===== config.mk =====
export PLATFORM = sky130hd
export DESIGN_NAME = uart_rx_fifo
export DESIGN_NICKNAME = d
export VERILOG_FILES = /design/src/rtl/uart_rx_fifo.sv
export SDC_FILE = /design/constraint.sdc
export NUM_CORES = 1
export LEC_CHECK = 0
export ABC_AREA = 1
export CELL_PAD_IN_SITES_DETAIL_PLACEMENT = 1
export CELL_PAD_IN_SITES_GLOBAL_PLACEMENT = 2
export CORE_AREA = 4 4 133 135
export CTS_CLUSTER_SIZE = 28
export DETAILED_ROUTE_END_ITERATION = 16
export DIE_AREA = 0 0 137 139
export GPL_TIMING_DRIVEN = 0
export PLACE_DENSITY = 0.93
export SLEW_MARGIN = 20
export SYNTH_ARGS = -nofsm -noshare
export SYNTH_HDL_FRONTEND = slang
export SYNTH_SLANG_ARGS = --single-unit

===== constraint.sdc =====
create_clock -name clk -period 6.81 [get_ports clk]
set_input_delay 1.0215 -clock clk [delete_from_list [all_inputs] [get_ports clk]]
set_output_delay 1.0215 -clock clk [all_outputs]
set_load 0.02 [all_outputs]

===== src/rtl/uart_rx_fifo.sv =====
// FWFT receive buffer behind the UART receiver: good bytes are visible on m_data one edge after the frame event.
// A stalled consumer backs up the FIFO; when it is full, new bytes are dropped and overflow is latched.
module uart_rx_fifo #(
  parameter int DEPTH = 16,
  parameter int ERR_W = 8
) (
  input  logic                     clk,
  input  logic                     rst_n,
  input  logic [7:0]               rx_data,
  input  logic                     rx_parity,
  input  logic                     rx_ready,
  input  logic                     rx_error,
  output logic [7:0]               m_data,
  output logic                     m_valid,
  input  logic                     m_ready,
  output logic [$clog2(DEPTH):0]   level,
  output logic                     overflow,
  output logic [ERR_W-1:0]         err_count,
  input  logic                     clr
);

  localparam int AW = $clog2(DEPTH);

  logic          rdy_q;
  logic [AW:0]   wr_ptr;
  logic [AW:0]   rd_ptr;
  logic [7:0]    mem [DEPTH];
  logic          ev;
  logic          empty;
  logic          full;
  logic          push;
  logic          drop;
  logic          err_ev;
  logic          pop;
  logic          unused_parity;

  // Parity is already judged by the receiver; only its verdict matters here.
  assign unused_parity = rx_parity;

  assign ev     = rx_ready & ~rdy_q;
  assign empty  = (wr_ptr == rd_ptr);
  assign full   = (wr_ptr[AW-1:0] == rd_ptr[AW-1:0]) && (wr_ptr[AW] != rd_ptr[AW]);
  assign err_ev = ev & rx_error;
  assign push   = ev & ~rx_error & ~full;
  assign drop   = ev & ~rx_error & full;
  assign pop    = m_valid & m_ready;

  assign m_valid = ~empty;
  assign level   = wr_ptr - rd_ptr;
  assign m_data  = m_valid ? mem[rd_ptr[AW-1:0]] : 8'h00;

  // rdy_q resets high so a frame completed before reset release is ignored.
  always_ff @(posedge clk or negedge rst_n) begin
    if (!rst_n) begin
      rdy_q <= 1'b1;
    end else begin
      rdy_q <= rx_ready;
    end
  end

  always_ff @(posedge clk or negedge rst_n) begin
    if (!rst_n) begin
      wr_ptr <= '0;
      rd_ptr <= '0;
    end else begin
      if (push) wr_ptr <= wr_ptr + 1'b1;
      if (pop)  rd_ptr <= rd_ptr + 1'b1;
    end
  end

  always_ff @(posedge clk) begin
    if (push) mem[wr_ptr[AW-1:0]] <= rx_data;
  end

  always_ff @(posedge clk or negedge rst_n) begin
    if (!rst_n) begin
      overflow  <= 1'b0;
      err_count <= '0;
    end else begin
      if (clr)       overflow <= 1'b0;
      else if (drop) overflow <= 1'b1;

      if (clr)                              err_count <= '0;
      else if (err_ev && (err_count != '1)) err_count <= err_count + 1'b1;
    end
  end

endmodule


==> results_dict.tcl <==
set metrics [dict create \
    cts_max_level 4 \
    ys_seq_area_share_pct 63.9 \
    maxCapViolCount 0 \
    numCtsBuffers 17 \
    drive_gt1_share_pct 9.97 \
    period_needed_ns 4.33 \
    crit_end "m_data[6]" \
    num-fill-cells 1851 \
    cts_setup_buffers 0 \
    antenna_left 0 \
    slew_violations 0 \
    synth_edf_count 128 \
    p_int_mw 2.15 \
    critPathKind "register to output pin" \
    cp_data_arrival_time_ns 3.31 \
    cts_sinks 148 \
    globalRouteOverflowTotal 0 \
    power.density_mw_per_mm2 436 \
    hold_viol 0 \
    comb_power_share_pct 42.6 \
    synth_fp_nets 719 \
    drc 0 \
    synth_area_leader_cell "edfxtp_1" \
    cts_resized 0 \
    tritoncts "yes" \
    finalWeightedCongestion 0.846 \
    synth_most_common_cell "nand2_1" \
    post-route-period-util_pct 63.6 \
    status "completed" \
    path_cells "buf_2 > inv_2 > ha_1 > nand3_1 > nor2_2 > nand2_1 > inv_1 > a21oi_1 > clkdlybuf4s50_1" \
    syn_area_per_cell_um2 9.82 \
    io_pins 38 \
    die_h_um 139 \
    viasPerCell 5.04 \
    fp.dieW_um 137 \
    track_usage_pct 20.7 \
    setup_viol 0 \
    clockRootBuffer "clkbuf_16" \
    synth_area_mm2 0.00681 \
    ctsHoldBuffers 0 \
    synth_common_cells "249 x nand2_1, 128 x edfxtp_1, 108 x inv_1" \
    grt_pass1_vias 5370 \
    grt_max_degree 21 \
    ys_types 24 \
    fp-row-count 47 \
    worst_slew_pin_slew_ns 0.916 \
    num_vias 4949 \
    dieArea_mm2 0.0190 \
    p_leak_nw 3.53 \
    antenna_found_initial 0 \
    worst-path-max-fanout 10 \
    p_clk_share_pct 26.6 \
    power.switching_mw 1.40 \
    clk_pin_slew_ns 0.06 \
    clkLatencyLatePin_ns 0.43 \
    max_freq_ghz 0.231 \
    diodes 0 \
    skew_ns 0.00529 \
    synth_seq_cells 148 \
    grt_pass1_wl_um 29400 \
    grt_setup_unrepaired "false" \
    async_flop_share_pct 13.5 \
    yosys_warnings 0 \
    regToRegSetupSlack_ns 3.82 \
    firstDrtPassIters 5 \
    slew_headroom_pct 38.8 \
    cts_max_path_buffers 2 \
    area_delta_synth_final_pct 19.5 \
    fin_cells 982 \
    start_kind "register" \
    p_sw_share_pct 39.4 \
    critPathMaxStageDelay_ns 0.67 \
    r2r-end "mem[7][5]" \
    drtIter0Drc 336 \
    wl_per_cell_um 19.1 \
    rr_worst_depth 9 \
    irDropWorstVdd_uv 364 \
    core_area_mm2 0.0165 \
    portBuffers 36 \
    start_util_pct 41.3 \
    hold_path.class "register to register" \
    dp_hpwl_um 12400 \
    cp-end-kind "output pin" \
    crit_required_ns 5.79 \
    power_frac_seq_pct 30.8 \
    fin_tns_setup_ns 0 \
    crit_start "rd_ptr[2]" \
    nNetsFinal 775 \
    synth.top_cell.area_share_pct 56.5 \
    dp_cells 950 \
    wl_um 18700 \
    reg2reg_from "rd_ptr[2]" \
    ys.flop_type "edfxtp_1" \
    synthCells 693 \
    slowest_stage "clkdlybuf4s50_1" \
    synth.area.top_cells "edfxtp_1 56%, nand2_1 14%, dfrtp_1 7.0%, inv_1 6.0%, nand3_1 5.8%" \
]
## power groups by stage
stage,Combinational [mW],Sequential (mW),Clock [mW]
2_1_floorplan,0.907,1.09,0
3_3_place_gp,1.41,1.11,0
3_5_place_dp,1.48,1.11,0
4_1_cts,1.50,1.09,0.951
5_1_grt,1.65,1.10,0.999
6_report,1.51,1.09,0.942
## critical path: cells and delay by family (launching register included)
family / cells / cell delay (ns)
buffers and inverters: 4 / 1.36
AND/OR/NAND/NOR: 3 / 0.40
AO/OA/AOI/OAI: 1 / 0.29
adder cells (fa/ha/maj): 1 / 0.38
flip-flops: 1 / 0.42
## placed cells by master (no fill, tap or decap), drive strengths merged
| cell | count |
|---|---|
| a21oi | 15 |
| buf | 22 |
| clkbuf | 29 |
| clkdlybuf4s50 | 36 |
| clkinv | 5 |
| dfrtp | 19 |
| dfstp | 1 |
| edfxtp | 128 |
| fa | 1 |
| ha | 10 |
| inv | 114 |
| nand2 | 250 |
| nand3 | 79 |
| nand4 | 3 |
| nor2 | 13 |
| nor3 | 18 |
| nor3b | 1 |
| o21ai | 1 |
| xnor2 | 2 |
| xor2 | 15 |
## final cells by class
class                   count  area (um^2)  area share [%]
clock buffers              26          573            7.05
multi-input cells         408         1960            24.1
flip-flops and latches    148         4350            53.5
well taps                 220          275            3.39
clock inverters             6         32.5           0.400
repair buffers             37          368            4.53
plain buffers              24          155            1.91
inverters                 113          424            5.22
## worst min path at each step
stage	start	depth (start not counted)	slack (ns)	endpoint
final	rd_ptr[3]	1	0.53	rd_ptr[3]
after global routing	rd_ptr[3]	1	0.57	rd_ptr[3]
after floorplan	rd_ptr[3]	1	0.48	rd_ptr[3]
after detailed placement	rd_ptr[3]	1	0.52	rd_ptr[3]
after CTS	overflow	2	0.54	overflow
after global placement	rd_ptr[3]	1	0.50	rd_ptr[3]
## stage by stage
step	utilization (%)	cell area (um^2)	power (mW)	hold slack (ns)	setup slack [ns]
2_1_floorplan	-	6810	2.00	0.481	3.81
3_3_place_gp	45.2	7440	2.52	0.498	3.05
3_5_place_dp	45.5	7490	2.59	0.518	3.04
4_1_cts	49.2	8090	3.55	0.537	2.53
5_1_grt	49.4	8130	3.75	0.565	2.33
6_report	49.4	8130	3.55	0.526	2.48
## metal layers
metal  share of wire [%]  up-vias  wire length (um)  global-route usage [%]
met5                   0        -                 0                       0
met4                 1.9        0               357                    6.51
met3                 4.1       33               773                    4.06
met2                  50      119              9420                    34.9
met1                  44     2466              8170                    26.7
li1                    -     2331                 -                       -
## sequential cells by signal, indices dropped and copies added (netlist names)
register,cells
err_count,8
mem,128
overflow,1
rd_ptr,5
rdy_q,1
wr_ptr,5
## logic make-up after synthesis
kind of cell               synth area share (%)
and+or+nand+nor                            22.1
AOI/OAI and AO/OA                          1.18
adders and majority gates                  2.13
xor gates and xnor gates                   2.19
buffers and inverters                      8.51
DFF                                        63.9
Power figures use the tool's default switching activity.
